### config.mk
export PLATFORM = sky130hd
export DESIGN_NAME = display_scan_ctrl
export DESIGN_NICKNAME = d
export VERILOG_FILES = /design/src/rtl/display_pkg.sv /design/src/rtl/scan_timer.sv /design/src/rtl/display_scan_ctrl.sv
export SDC_FILE = /design/constraint.sdc
export NUM_CORES = 1
export LEC_CHECK = 0
export ABC_AREA = 1
export BUFFER_PORTS_ARGS = -buffer_cell sky130_fd_sc_hd__buf_2
export CAP_MARGIN = 20
export CORE_ASPECT_RATIO = 0.6
export CORE_UTILIZATION = 45
export CTS_CLUSTER_SIZE = 14
export DETAILED_ROUTE_END_ITERATION = 8
export PLACE_DENSITY = 0.66
export RECOVER_POWER = 100
export SLEW_MARGIN = 20
export SYNTH_ARGS = -nofsm -noshare
export SYNTH_HDL_FRONTEND = slang
export SYNTH_HIERARCHICAL = 1
export SYNTH_SLANG_ARGS = --single-unit
### constraint.sdc
create_clock -name clk -period 4.1 [get_ports clk]
set_input_delay 0.41 -clock clk [delete_from_list [all_inputs] [get_ports clk]]
set_output_delay 0.41 -clock clk [all_outputs]
set_load 0.01 [all_outputs]
### src/rtl/display_pkg.sv
// Shared definitions for the 7-segment display path: decoder character codes
// and the scan FSM state type.
package display_pkg;

    localparam logic [3:0] CHAR_DASH  = 4'd10;
    localparam logic [3:0] CHAR_BLANK = 4'd11;
    localparam logic [3:0] CHAR_F     = 4'd15;

    typedef enum logic {
        BLANK = 1'b0,
        ON    = 1'b1
    } scan_state_e;

    function automatic int max_len(input int a, input int b);
        return (a > b) ? a : b;
    endfunction

endpackage

### src/rtl/scan_timer.sv
// Phase counter for the scan FSM: counts cycles in the current BLANK/ON phase
// and flags the last cycle of the phase, both now and one cycle ahead.
module scan_timer
    import display_pkg::*;
#(
    parameter int ON_CYCLES    = 16,
    parameter int BLANK_CYCLES = 2
) (
    input  logic clk,
    input  logic reset,
    input  logic on_phase,
    output logic done,
    output logic done_next
);

    localparam int MAX_LEN = max_len(ON_CYCLES, BLANK_CYCLES);
    localparam int CW      = (MAX_LEN > 1) ? $clog2(MAX_LEN) : 1;
    localparam logic [CW-1:0] ON_LAST    = CW'(ON_CYCLES - 1);
    localparam logic [CW-1:0] BLANK_LAST = CW'(BLANK_CYCLES - 1);

    logic [CW-1:0] count;
    logic [CW-1:0] count_d;
    logic          on_next;

    // done_next lets the parent register outputs that depend on the phase
    // position the FSM is about to enter.
    always_comb begin
        done      = (count == (on_phase ? ON_LAST : BLANK_LAST));
        count_d   = done ? '0 : count + CW'(1);
        on_next   = on_phase ^ done;
        done_next = (count_d == (on_next ? ON_LAST : BLANK_LAST));
    end

    // NOTE: state registers use non-blocking assignments so every flop samples
    // pre-edge values regardless of process ordering.
    always_ff @(posedge clk) begin
        if (reset) begin
            count <= '0;
        end else begin
            count <= count_d;
        end
    end

endmodule

### src/rtl/display_scan_ctrl.sv
// Time-multiplexed 7-segment scan controller: blank gap then ON slot per digit,
// with a one-deep frame buffer applied only at frame boundaries.
module display_scan_ctrl
    import display_pkg::*;
#(
    parameter int NUM_DIGITS   = 4,
    parameter int ON_CYCLES    = 16,
    parameter int BLANK_CYCLES = 2
) (
    input  logic                          clk,
    input  logic                          reset,
    input  logic                          in_valid,
    output logic                          in_ready,
    input  logic [4*NUM_DIGITS-1:0]       frame_in,
    output logic [3:0]                    char_out,
    output logic [NUM_DIGITS-1:0]         anode_n,
    output logic [$clog2(NUM_DIGITS)-1:0] digit_idx,
    output logic                          frame_done
);

    localparam int IW = $clog2(NUM_DIGITS);
    localparam logic [IW-1:0] IDX_LAST = IW'(NUM_DIGITS - 1);

    scan_state_e state;
    scan_state_e state_d;
    logic [IW-1:0] idx_d;

    logic [NUM_DIGITS-1:0][3:0] display;
    logic [NUM_DIGITS-1:0][3:0] display_d;
    logic [NUM_DIGITS-1:0][3:0] shadow;
    logic pending;
    logic pending_d;

    logic phase_done;
    logic phase_done_next;
    logic wrap;
    logic transfer;

    logic [NUM_DIGITS-1:0] anode_d;
    logic [3:0]            char_d;
    logic                  frame_done_d;

    scan_timer #(
        .ON_CYCLES    (ON_CYCLES),
        .BLANK_CYCLES (BLANK_CYCLES)
    ) u_scan_timer (
        .clk       (clk),
        .reset     (reset),
        .on_phase  (state == ON),
        .done      (phase_done),
        .done_next (phase_done_next)
    );

    // NOTE: every signal written here gets a default first, so no path through
    // the block can leave a value unassigned and infer a latch.
    always_comb begin
        state_d   = state;
        idx_d     = digit_idx;
        display_d = display;
        pending_d = pending;
        wrap      = 1'b0;
        transfer  = in_valid && in_ready;

        if (phase_done) begin
            if (state == BLANK) begin
                state_d = ON;
            end else begin
                state_d = BLANK;
                if (digit_idx == IDX_LAST) begin
                    idx_d = '0;
                    wrap  = 1'b1;
                end else begin
                    idx_d = digit_idx + IW'(1);
                end
            end
        end

        // Transfer and apply are exclusive: in_ready is low whenever pending is set.
        if (transfer) begin
            pending_d = 1'b1;
        end
        if (wrap && pending) begin
            display_d = shadow;
            pending_d = 1'b0;
        end

        // Outputs are computed from next-state values so the registered
        // outputs line up with the state they describe.
        anode_d      = '1;
        char_d       = CHAR_BLANK;
        frame_done_d = 1'b0;
        if (state_d == ON) begin
            anode_d[idx_d] = 1'b0;
            char_d         = display_d[idx_d];
            frame_done_d   = (idx_d == IDX_LAST) && phase_done_next;
        end
    end

    always_ff @(posedge clk) begin
        if (reset) begin
            state      <= BLANK;
            digit_idx  <= '0;
            display    <= {NUM_DIGITS{CHAR_BLANK}};
            pending    <= 1'b0;
            in_ready   <= 1'b1;
            anode_n    <= '1;
            char_out   <= CHAR_BLANK;
            frame_done <= 1'b0;
        end else begin
            state      <= state_d;
            digit_idx  <= idx_d;
            display    <= display_d;
            pending    <= pending_d;
            in_ready   <= !pending_d;
            anode_n    <= anode_d;
            char_out   <= char_d;
            frame_done <= frame_done_d;
        end
    end

    // NOTE: the shadow buffer is deliberately not reset; it is only ever read
    // while pending is set, and pending is cleared by reset.
    always_ff @(posedge clk) begin
        if (!reset && transfer) begin
            shadow <= frame_in;
        end
    end

endmodule

; After elaboration in Yosys (flattened, before gate mapping)
; Cells that the tools add are included.
[word_totals]
regBits = 50
inputBits = 19
[classes]
add_sub_neg = 2
magnitude_cmp = 2
n_eq_ne = 4
muxes = 18
n_bitwise = 3
n_reduce_logical = 8
[ops]
columns = cell, count
row1 = $mux 16, 1
row2 = $mux 4, 4
row3 = $bmux 4 s2, 1
row4 = $eq 4x4->1, 2
row5 = $mux 1, 8
row6 = $mux 2, 3
row7 = $logic_and 1x1->1, 5
row8 = $add 4x1->4 const B, 1
row9 = $eq 2x2->1 const B, 2
row10 = $not 4->4, 1
row11 = $lt 2x3->1 const B, 1
row12 = $add 2x1->2 const B, 1
row13 = $demux 1 s2, 1
row14 = $ge 2x1->1 const B, 1
row15 = $logic_not 1->1, 2
row16 = $reduce_or 2->1, 1
row17 = $not 1->1, 1
row18 = $xor 1x1->1, 1

; Logic depth before layout (Yosys ltp)
[logic_depth]
word_depth = 9
ltp_mapped = 14
ltp_nobuf = 13

; Cells and area by module
; The synthesis kept the hierarchy.
[by_module_without_submodules]
columns = mod, instances, cells_per_inst, area_per_inst_um2
row1 = display_scan_ctrl, 1, 195, 1734.2
row2 = scan_timer, 1, 43, 267.8

; Worst setup path after synthesis
; No wires, ideal clock.
[synth_timing]
path_kind = input to register
startpoint = in reset
endpoint = reg shadow[0] (netlist name), enable pin
arrival_time_ns = 1.322
required_ns = 3.712
slack_ns = 2.390
stages = 2
path_cell_list = clkbuf_1 nor2_1
[synth_between]
elab_chain_cells = 2
[synth_rtl]
columns = element, line
row1 = "start, declared", display_scan_ctrl.sv:11  ; input logic reset,
row2 = $logic_not 1->1, display_scan_ctrl.sv:124  ; if (!reset && transfer) begin
row3 = $logic_and 1x1->1, display_scan_ctrl.sv:124
row4 = "end signal, assigned", display_scan_ctrl.sv:125  ; shadow <= frame_in;
row5 = "end, declared", display_scan_ctrl.sv:30  ; logic [NUM_DIGITS-1:0][3:0] shadow;
; No other way between the ends.
; A chain may end at the register's enable or synchronous reset.

; Worst setup path after layout
[layout_timing]
startpoint = reg u_scan_timer.count[0]
endpoint = reg char_out[0]
[layout_between]
elab_chain_cells = 6
elab_cells_between_ends = 10
[layout_rtl]
columns = element, line
row1 = "start, declared", scan_timer.sv:21  ; logic [CW-1:0] count;
row2 = "start signal, assigned", scan_timer.sv:40  ; count <= count_d;
row3 = $eq 4x4->1 (*), scan_timer.sv:28  ; done = (count == (on_phase ? ON_LAST : BLANK_LAST));
row4 = via phase_done, display_scan_ctrl.sv:34  ; logic phase_done;
row5 = $mux 1, display_scan_ctrl.sv:64  ; if (phase_done) begin
row6 = $logic_and 1x1->1, display_scan_ctrl.sv:82  ; if (wrap && pending) begin
row7 = $mux 16, display_scan_ctrl.sv:82
row8 = $bmux 4 s2, display_scan_ctrl.sv:94  ; char_d = display_d[idx_d];
row9 = $mux 4 (implied by the code), display_scan_ctrl.sv:94
row10 = "end signal, assigned", display_scan_ctrl.sv:116  ; char_out <= char_d;
row11 = "end, declared", display_scan_ctrl.sv:15  ; output logic [3:0] char_out,
; The timed path passes the listed nets; every way through them passes the cells marked *. The select of a mux whose other input is x is not followed.

==> results.txt <==
Synthesized Nets - 259
Worst Hold Path Cells - 1
Yosys warning count - 6
routed via count - 1468
worst-path maximum fanout - 11
routability cong. - 0.8227
drt via density - 4.422
Cell Chain, Critical Path - inv_1 -> nor2_1 -> nand3_1 -> nand2_1 -> nand2_1 -> inv_1 -> nand2_1 -> nand2_1 -> nand2_1 -> nand2_1 -> nand2_1 -> nor2_1 -> nand2_1
Total Wirelength - 3547 um
CP required - 4300 ps
Setup Crit Path Kind - reg2reg
drt first pass iters - 4
vias in the first global route - 1242
cts bufs inserted - 5
PwrDens - 420.4 nW/um2
Initial Utilization - 47.79%
Critical Path Most Common Cell - nand2_1
initial antenna violation count - 0
initial drt markers - 64
layout cells sized above 1 - 10.66%
RSZ-0062 raised after global routing - no
Max VDD drop - 0.2599 mV
synthesized area per cell - 8.411 um2
grt ovf - 0
GRT busiest layer - met2
Clock Skews - 3.955 ps
routing usage on met1 - 23.25%
largest family of logic cells by synthesized area - simple AND/OR/NAND/NOR gates
Final Critical Period - 2284 ps
postcts setup bufs - 0
CP arrival - 2480 ps
period utilization - 55.72%
Hold Buf Count CTS - 0
Slowest-stage cell, CP - dfxtp_1
Placeable Area - 4189 um2
antenna fix cells - 0
Sink Count - 50
CTS clk-pin slew, worst paths - 80 ps
die area - 4728 um2
Worst Path Buf+Inv - 2
Final Hold Fails - 0
clock tree from TritonCTS - built
number of gates resized after CTS - 0
area leader, netlist - dfxtp_1
xor/xnor cell area share of the yosys netlist - 0%
Area contributors post-synth - dfxtp_1 34%, edfxtp_1 24%, nand2_1 17%
met2 usage - 24.29%
port bufs - 30
GRT Total Usage - 16.74%
Synth Area in Adders - 1.250%
H-Tree Depth - 2
crit start category - flop
synthesis-to-layout area growth - 12.69%
cells on worst reg2reg path - 13
I/O Pins - 31
Synth Area in Compound Gates - 3.500%
setup violators final - 0
Max Cap Viol - 0
CP delay by family, top - simple AND/OR/NAND/NOR gates
Final HPWL DP - 2519 um
DR WL/cell - 10.68 um
Remaining DRCs - 0
Pleak - 1.052 nW
Die W - 88.11 um
Slew Viols, Final - 0
CP Capture Type - flop
post-synthesis mux area share - 0%
root buffer cell - clkbuf_8
slew margin rel. - 39.80%
Netlist cell types - 21
status - completed
DRT antenna net count - 0
peak per-stage delay on the critical path - 420 ps
Yosys top cell area share - 34.00%
Syn Std Cell Area - 2002 um2
Rows - 18
slew at the pin with the worst max-slew slack - 902.9 ps
Post-Route Setup TNS - 0 ps
fmax - 437.8 MHz
worst-case clock buffer depth - 2
clk_lat worst skew - 300 ps
Hold Crit Class - in2reg
Yosys reg bits - 50
Cells after Synth - 238
GR Layer Usage met3 - 5.521%
global-route wire length before repair - 5678 um
post-synthesis simple-gate area fraction - 30.50%
Total Nets Final - 292
sequential area share after synthesis - 58.00%
die height - 53.67 um
largest net degree at the start of global routing - 23
CP Depth - 13
WHS - 280.3 ps
## Yosys cell counts
library cell / n
inv_1: 23
nand3_1: 11
o21ai_0: 1
inv_2: 2
nor3_1: 1
ha_1: 2
nor2_8: 1
clkbuf_1: 2
nand3_2: 2
nand4_1: 2
dfxtp_1: 34
o21ai_1: 6
nand2_2: 4
buf_6: 3
nand2_4: 1
a21oi_1: 7
nor2_2: 3
nand2_1: 89
edfxtp_1: 16
nor3b_1: 1
nor2_1: 27
## metal layers
layer | vias to the layer above | wire (um)
met2 | 40 | 1311
met3 | 5 | 196
met4 | 0 | 42
met1 | 616 | 1996
met5 | - | 0
li1 | 807 | -
## final timing paths
path / from / to / slack [ps]
max: u_scan_timer/count[0]$_SDFF_PP0_ / char_out[0]$_SDFF_PP1_ / 1820
min: frame_in[7] / shadow[7]$_DFFE_PP_ / 280
max reg2reg: u_scan_timer/count[0]$_SDFF_PP0_ / char_out[0]$_SDFF_PP1_ / 1820
min reg2reg: display[4]$_SDFF_PP1_ / display[4]$_SDFF_PP1_ / 460
## where the power goes
part           total, mW  switching (mW)  internal (mW)  leakage (nW)
sequential         0.537         0.00954          0.527         0.425
clock              0.335           0.152          0.183        0.0524
combinational     0.0770          0.0505         0.0266         0.575
## final cells by class
type / count / area [um2]
tap: 60 / 75.07
multi-input combinational: 158 / 680.7
timing repair buffer: 31 / 138.9
inverter: 25 / 93.84
clock inverter: 1 / 30.03
sequential: 50 / 1161
fill: 406 / 1933
clock buffer: 7 / 76.32
## through the flow
| stage | utilization, % | worst slack [ps] | area [um2] | std cells | total power, mW |
|---|---|---|---|---|---|
| 5_1_grt | 53.85 | 1488 | 2256 | 332 | 0.9909 |
| 2_1_floorplan | - | 2390 | 2002 | 238 | 0.6011 |
| 3_3_place_gp | 52.36 | 2199 | 2193 | 324 | 0.6305 |
| 4_1_cts | 54.90 | 2179 | 2300 | 332 | 0.9640 |
| 6_report | 53.85 | 1816 | 2256 | 332 | 0.9484 |
| 3_5_place_dp | 52.36 | 2189 | 2193 | 324 | 0.6307 |
## placed cells by master (no fill, tap or decap)
master / synthesis / routed
nand3_1: 11 / 13
nor2_1: 27 / 29
nand2_2: 4 / 3
nor3b_1: 1 / 1
nor2_8: 1 / 1
dfxtp_1: 34 / 34
o21ai_1: 6 / 1
buf_2: 0 / 18
a21oi_1: 7 / 7
edfxtp_1: 16 / 16
bufinv_16: 0 / 1
inv_1: 23 / 25
o21ai_0: 1 / 6
clkbuf_1: 2 / 15
nor2_2: 3 / 1
ha_1: 2 / 2
clkbuf_8: 0 / 5
nand4_1: 2 / 2
nor3_1: 1 / 1
nand2_1: 89 / 91
## registers in the layout, indices dropped and copies added (netlist names)
register            flops
in_ready                1
u_scan_timer/count      4
display                16
frame_done              1
shadow                 16
state                   1
anode_n                 4
pending                 1
char_out                4
digit_idx               2
## cell families (layout without fill, tap and decap cells)
family | count (synthesis) | count (layout)
simple gates | 142 | 142
flops | 50 | 50
buf+inv | 30 | 64
compound gates | 14 | 14
fa+ha+maj | 2 | 2
(Power assumes the default switching activity.)
